**config.mk**
```make
export PLATFORM = sky130hd
export DESIGN_NAME = mux8_scan_sequencer_flat
export DESIGN_NICKNAME = d
export VERILOG_FILES = /design/src/rtl/mux8_scan_sequencer_if.sv /design/src/rtl/mux8_scan_sequencer.sv /design/src/flat_wrapper.sv
export SDC_FILE = /design/constraint.sdc
export NUM_CORES = 1
export LEC_CHECK = 0
export BUFFER_PORTS_ARGS = -buffer_cell sky130_fd_sc_hd__buf_2
export CAP_MARGIN = 20
export CORE_MARGIN = 2
export CORE_UTILIZATION = 47
export CTS_CLUSTER_DIAMETER = 30
export DETAILED_ROUTE_END_ITERATION = 10
export GPL_TIMING_DRIVEN = 0
export PLACE_DENSITY = 0.71
export RECOVER_POWER = 100
export SYNTH_ARGS = -nofsm -noshare
export SYNTH_HDL_FRONTEND = slang
export SYNTH_SLANG_ARGS = --single-unit
```
**constraint.sdc**
```tcl
create_clock -name clk -period 2 [get_ports clk]
set_input_delay 0.3 -clock clk [delete_from_list [all_inputs] [get_ports clk]]
set_output_delay 0.3 -clock clk [all_outputs]
set_load 0.005 [all_outputs]
```
**src/rtl/mux8_scan_sequencer_if.sv**
```systemverilog
// Signal bundle between the scan sequencer, the 8:1 mux tree and the frame consumer.
// master = sequencer side, slave = environment side (mux tree, start source, frame sink).
interface mux8_scan_sequencer_if;
  logic       start;
  logic       busy;
  logic [2:0] sel;
  logic       mux_out;
  logic [7:0] frame;
  logic       frame_valid;
  logic       frame_ready;

  modport master (
    input  start, mux_out, frame_ready,
    output busy, sel, frame, frame_valid
  );

  modport slave (
    output start, mux_out, frame_ready,
    input  busy, sel, frame, frame_valid
  );
endinterface

```
**src/rtl/mux8_scan_sequencer.sv**
```systemverilog
// Walks an 8:1 mux2 tree through channels 0..7, samples its output after a settle time
// and offers the 8-bit frame downstream over valid/ready. Define MUX8SCAN_CONT_EN for continuous scanning.
module mux8_scan_sequencer #(
  parameter int SETTLE_CYCLES = 2,
  parameter int CNT_W         = 4
) (
  input  logic                         clk,
  input  logic                         rst_n,
  input  logic                         ena,
  mux8_scan_sequencer_if.master        bus
);

  typedef enum logic [1:0] {
    IDLE   = 2'd0,
    SETTLE = 2'd1,
    HOLD   = 2'd2
  } state_t;

  localparam logic [CNT_W-1:0] RELOAD = CNT_W'(SETTLE_CYCLES);
  localparam logic [CNT_W-1:0] ONE    = CNT_W'(1);

  state_t           state, state_n;
  logic [CNT_W-1:0] cnt, cnt_n;
  logic [2:0]       sel, sel_n;
  logic [7:0]       frame, frame_n;
  logic             frame_valid, frame_valid_n;

  always_comb begin
    // NOTE: every variable gets its hold value first, so no path through the case can infer a latch.
    state_n       = state;
    cnt_n         = cnt;
    sel_n         = sel;
    frame_n       = frame;
    frame_valid_n = frame_valid;

    unique case (state)
      IDLE: begin
        if (bus.start) begin
          state_n = SETTLE;
          sel_n   = 3'd0;
          cnt_n   = RELOAD;
        end
      end

      SETTLE: begin
        if (cnt > ONE) begin
          cnt_n = cnt - ONE;
        end else begin
          // Last cycle of this channel: the tree output has settled for the full window.
          frame_n[sel] = bus.mux_out;
          if (sel != 3'd7) begin
            sel_n = sel + 3'd1;
            cnt_n = RELOAD;
          end else begin
            state_n       = HOLD;
            frame_valid_n = 1'b1;
          end
        end
      end

      HOLD: begin
        if (bus.frame_ready) begin
          frame_valid_n = 1'b0;
          sel_n         = 3'd0;
`ifdef MUX8SCAN_CONT_EN
          state_n = SETTLE;
          cnt_n   = RELOAD;
`else
          state_n = IDLE;
`endif
        end
      end

      default: begin
        state_n = IDLE;
      end
    endcase
  end

  // NOTE: state registers use non-blocking assignments so every flop samples pre-edge values.
  always_ff @(posedge clk or negedge rst_n) begin
    if (!rst_n) begin
      state       <= IDLE;
      cnt         <= '0;
      sel         <= 3'd0;
      frame       <= 8'h00;
      frame_valid <= 1'b0;
    end else if (ena) begin
      state       <= state_n;
      cnt         <= cnt_n;
      sel         <= sel_n;
      frame       <= frame_n;
      frame_valid <= frame_valid_n;
    end
  end

  assign bus.sel         = sel;
  assign bus.frame       = frame;
  assign bus.frame_valid = frame_valid;
  assign bus.busy        = (state != IDLE);

endmodule
```
**src/flat_wrapper.sv**
```systemverilog
// flat-port wrapper written by rule: the top's interface ports become plain ports
module mux8_scan_sequencer_flat 
#(
  parameter int SETTLE_CYCLES = 2,
  parameter int CNT_W         = 4
)
  (clk, rst_n, ena, bus_start, bus_mux_out, bus_frame_ready, bus_busy, bus_sel, bus_frame, bus_frame_valid);
  mux8_scan_sequencer_if bus_i ();
  input  logic clk;
  input  logic rst_n;
  input  logic ena;
  input wire logic [$bits(bus_i.start)-1:0] bus_start;
  input wire logic [$bits(bus_i.mux_out)-1:0] bus_mux_out;
  input wire logic [$bits(bus_i.frame_ready)-1:0] bus_frame_ready;
  output wire logic [$bits(bus_i.busy)-1:0] bus_busy;
  output wire logic [$bits(bus_i.sel)-1:0] bus_sel;
  output wire logic [$bits(bus_i.frame)-1:0] bus_frame;
  output wire logic [$bits(bus_i.frame_valid)-1:0] bus_frame_valid;
  assign bus_i.start = bus_start;
  assign bus_i.mux_out = bus_mux_out;
  assign bus_i.frame_ready = bus_frame_ready;
  assign bus_busy = bus_i.busy;
  assign bus_sel = bus_i.sel;
  assign bus_frame = bus_i.frame;
  assign bus_frame_valid = bus_i.frame_valid;
  mux8_scan_sequencer #(.SETTLE_CYCLES(SETTLE_CYCLES), .CNT_W(CNT_W)) u_core (.clk(clk), .rst_n(rst_n), .ena(ena), .bus(bus_i));
endmodule
```
# ---- Yosys cells after proc, flatten, opt, wreduce, memory -nomap -nowiden
# Index checks and enable logic that the tools add are counted.
dict set report totals {
  ff_bits 18
}
dict set report op_classes {
  n_reduce_logical 11
  n_lt_le_gt_ge 3
  eq_ne 9
  n_mux 21
  bitwise 1
  addsub 2
}
# operator count
set op_table {}
lappend op_table {{two-way mux 3 bit} 4}
lappend op_table {{two-way mux 4 bit} 3}
lappend op_table {{AND reduction 5 bit} 2}
lappend op_table {{one-hot mux 3 bit (3 select lines)} 1}
lappend op_table {{bitwise mux 8 bit} 1}
lappend op_table {{two-way mux 2 bit} 4}
lappend op_table {{!= test 2 bit (second input constant)} 4}
lappend op_table {{one-hot mux 4 bit (2 select lines)} 1}
lappend op_table {{one-hot mux 2 bit (3 select lines)} 1}
lappend op_table {{AND reduction 6 bit} 1}
lappend op_table {{nonzero test 2 bit} 3}
lappend op_table {{> comparator 4 x 1 -> 1 bit (second input constant)} 1}
lappend op_table {{< comparator 3 x 4 -> 1 bit (second input constant)} 1}
lappend op_table {{two-way mux 1 bit} 4}
lappend op_table {{AND reduction 4 bit} 1}
lappend op_table {{subtractor 4 x 1 -> 4 bit (second input constant)} 1}
lappend op_table {{adder 3 x 1 -> 3 bit (second input constant)} 1}
lappend op_table {{demux 1 bit (select 3 bit)} 1}
lappend op_table {{greater-or-equal comparator 3 x 1 -> 1 bit (second input constant)} 1}
lappend op_table {{!= test 3 x 1 -> 1 bit (second input constant)} 1}
lappend op_table {{!= test 3 bit (second input constant)} 1}
lappend op_table {{AND reduction 3 bit} 1}
lappend op_table {{nonzero test 3 bit} 1}
lappend op_table {{equality test 2 x 1 -> 1 bit (second input constant)} 1}
lappend op_table {{6 further kinds} 6}

# ---- Longest topological paths before layout
dict set report logic_depth {
  ltp_word 5
  mapped_depth 6
  mapped_depth_nobuf 6
}

# ---- Least setup slack after synthesis
# Ideal clock, no wire load.
dict set report synth_timing {
  path_type {register to register}
  from {register u_core.cnt[2]}
  to {register u_core.frame[5] (netlist: u_core.bus.frame[5])}
  required_ns 1.875
  setup_slack_ns 0.107
  arrival_ns 1.769
  n_path_buf 1
  period_less_slack_ns 1.893
  setup_time_ns 0.125
  stages_incl_launch_ff 6
  path_cell_list {dfrtp_1 -> or2_0 -> buf_2 -> or4_4 -> nor3b_2 -> mux2_2}
}
dict set report synth_between {
  elab_chain_cells 3
}
# item line
set synth_lines {}
lappend synth_lines {{start: declaration} mux8_scan_sequencer.sv:23} ;# logic [CNT_W-1:0] cnt, cnt_n;
lappend synth_lines {{start signal: assignment} mux8_scan_sequencer.sv:90} ;# cnt <= cnt_n;
lappend synth_lines {{> comparator 4 x 1 -> 1 bit} mux8_scan_sequencer.sv:46} ;# if (cnt > ONE) begin
lappend synth_lines {{inverter 1 bit (no line)} -}
lappend synth_lines {{AND reduction 3 bit (no line)} -}
lappend synth_lines {{end signal: assignment} mux8_scan_sequencer.sv:92} ;# frame <= frame_n;
lappend synth_lines {{end: declaration} mux8_scan_sequencer.sv:25} ;# logic [7:0] frame, frame_n;
# No other way between the ends.
# A chain may end at the register's enable or synchronous reset.

# ---- Final worst setup path
dict set report layout_timing {
  from {register u_core.cnt[2]}
  to {register u_core.frame[3] (netlist: u_core.bus.frame[3])}
}
# The elaborated chain is that of the path after synthesis.

==> flow_summary.json <==
{
  "layout_min_cycle_time_ns": 1.97,
  "grt_setup_unrepaired": "yes",
  "p_total_mw": 1.31,
  "portBuffers": 18,
  "finClkSkew_ns": 0.000491,
  "synth_cell_types": 31,
  "grt_remaining_overflow": 0,
  "cts.sinks": 18,
  "cts_tree": "yes",
  "multi_input_area_um2": 482,
  "finalInstanceArea_mm2": 0.00116,
  "worstPathRequired_ns": 2.19,
  "mappedNetlistArea_um2": 955,
  "finalCritPeriodShare_pct": 98.7,
  "die-area_mm2": 0.00241,
  "coreArea_mm2": 0.00194,
  "ant_nets": 0,
  "worstPathMaxFanout": 4,
  "routabilityCongestion": 0.830,
  "min_path_type": "primary input to register",
  "dr.pass1.iters": 4,
  "start_util_pct": 49.2,
  "maxSlewViolCount": 0,
  "p_per_area_mw_per_mm2": 1130,
  "synth_top_cells_by_area": "dfrtp_1, mux2_2, ha_1, nor2_1, a22o_1",
  "final_util_pct": 59.9,
  "yosys.area.top_type": "dfrtp_1",
  "seq_area_um2": 450,
  "avgSynthCellArea_um2": 10.7,
  "drc": 0,
  "cts-root-buf": "clkbuf_4",
  "synth.most_common_cell": "dfrtp_1",
  "area_growth_pct": 21.9,
  "async_reset_ff_share_pct": 100,
  "drive_above_1_share_pct": 35.7,
  "start_kind": "register",
  "maxCapViolCount": 0,
  "drtIter0Drc": 10,
  "vias_per_cell": 5.22,
  "grt_pass1_wl_mm": 2.84,
  "setup_viol": 0,
  "grt_pass1_vias": 682,
  "synth_nets": 99,
  "outcome": "finished, final reports clean",
  "io_pins": 19,
  "antenna_cells": 0,
  "fillCellCount": 188,
  "ir_drop_uv": 537,
  "die_width_um": 49.1,
  "critPathKind": "register to register",
  "synth_edf_count": 0,
  "placed_area_mm2": 0.00108,
  "cts_made_buffers": 3,
  "antenna_found_initial": 0,
  "seq_area_frac_synth_pct": 47.2,
  "ys_warn_count": 0,
  "clock_latency_ns": 0.29,
  "syn_inst": 89,
  "cts_htree_levels": 1,
  "grt_usage_pct": 15.0,
  "synth_commonest_cells": "dfrtp_1, mux2_2, nor2_1",
  "ys.flop_type": "dfrtp_1",
  "clockBufferDepth": 2,
  "num_vias": 741,
  "wire_per_inst_um": 11.9,
  "routed_wl_mm": 1.69,
  "max_freq_mhz": 507,
  "timing.final.ws_setup_ns": 0.0264,
  "netlist.area_leader.share_pct": 47.2,
  "die_h_um": 49.1,
  "p_leak_nw": 0.558,
  "path_clk_slew_ns": 0.10,
  "hold_viol_final": 0,
  "grt_max_degree": 19,
  "synth_seq_cells": 18,
  "max-slew-margin-rel_pct": 36.2,
  "cp.arrival_ns": 2.16,
  "rows": 16,
  "cp-end-kind": "register",
  "worst_slew_pin_slew_ns": 0.957,
  "pre_cts_slack_ns": -0.00503,
  "dpl.hpwl_mm": 1.25,
  "layout.nets": 126
}
==> flip-flops by register name, summed over array words and instances, names as in the netlist <==
name,cells
u_core.cnt,4
u_core.bus.frame_valid,1
u_core.bus.sel,3
u_core.state,2
u_core.bus.frame,8
==> cell type report <==
cell class / count / share of cell area [%]
Inverter: 5 / 1.61
Clock buffer: 4 / 3.12
Sequential cell: 18 / 38.7
Multi-Input combinational cell: 62 / 41.4
Tap cell: 27 / 2.90
Timing Repair Buffer: 23 / 10.6
Buffer: 3 / 1.61
==> critical path, cell delays in order, from the launching register on <==
cell,delay (ns)
dfrtp_1,0.41
or2_0,0.22
buf_4,0.14
or4_4,0.55
nor3b_2,0.23
mux2_4,0.31
==> routing by layer <==
metal  part of all wire, %  global-route usage [%]  vias to the layer above
met5                     0                       0                        -
met4                   1.4                    7.14                        0
met3                   3.0                    1.84                        4
met2                    47                    23.2                       13
met1                    49                    20.8                      346
li1                      -                       -                      378
==> what timing repair did <==
| action | 4_1_cts | 5_1_grt |
|---|---|---|
| setup endpoints to repair | 1 | 10 |
| hold buffers | 1 | 0 |
| buffers inserted | 0 | 4 |
| gates resized for setup | 1 | 4 |
| pin swaps | 0 | 2 |
| cloned | 0 | 0 |
| hold endpoints to repair | 18 | 0 |
==> power breakdown <==
group	leakage [nW]	switching [mW]	internal [mW]
clock	0.0210	0.112	0.111
combinational	0.299	0.271	0.284
sequential	0.237	0.0769	0.458
==> cells in the final DEF (no fill, tap or decap), drive strengths merged <==
cell / synthesis / final
buf: 3 / 19
dfrtp: 18 / 18
mux2: 10 / 10
clkbuf: 1 / 10
nor2: 7 / 7
inv: 5 / 5
o21ai: 4 / 4
ha: 4 / 4
nand3b: 3 / 3
nand2: 3 / 3
nor4: 3 / 3
a22o: 3 / 3
a21oi: 3 / 3
or4: 3 / 3
nor2b: 2 / 2
a31oi: 2 / 2
nand3: 2 / 2
o31ai: 2 / 2
nor3b: 2 / 2
or2: 2 / 2
nor3: 2 / 2
or3: 2 / 2
o21a: 1 / 1
a21o: 1 / 1
a2bb2oi: 1 / 1
dlygate4sd3: 0 / 1
==> logic make-up after synthesis <==
logic type / after synthesis / synth area share [%]
and+or+nand+nor: 31 / 19.9
DFF: 18 / 47.2
AOI/OAI and AO/OA: 17 / 11.8
muxes: 10 / 11.8
buffers and inverters: 9 / 4.06
adders and majority gates: 4 / 5.24
==> worst paths after layout <==
kind                       cells after the start                start  slack, ns             endpoint
max reg2reg                                    5        u_core.cnt[2]       0.03  u_core.bus.frame[3]
max                                            5        u_core.cnt[2]       0.03  u_core.bus.frame[3]
max in group asynchronous                      2                rst_n       0.76        u_core.cnt[3]
min                                            2          bus_mux_out       0.34  u_core.bus.frame[3]
min in group asynchronous                      2                rst_n       0.66        u_core.cnt[2]
min reg2reg                                    1  u_core.bus.frame[7]       0.51  u_core.bus.frame[7]
==> metrics by stage <==
| step | std cells | hold WS, ns | setup TNS (ns) |
|---|---|---|---|
| 3_5_place_dp | 134 | 0.256 | -0.00503 |
| 6_report | 142 | 0.343 | 0 |
| 4_1_cts | 139 | 0.334 | 0 |
| 5_1_grt | 142 | 0.339 | -0.0933 |
| 2_1_floorplan | 89 | 0.00441 | 0 |
| 3_3_place_gp | 134 | 0.253 | 0 |
Power figures use the tool's default switching activity.
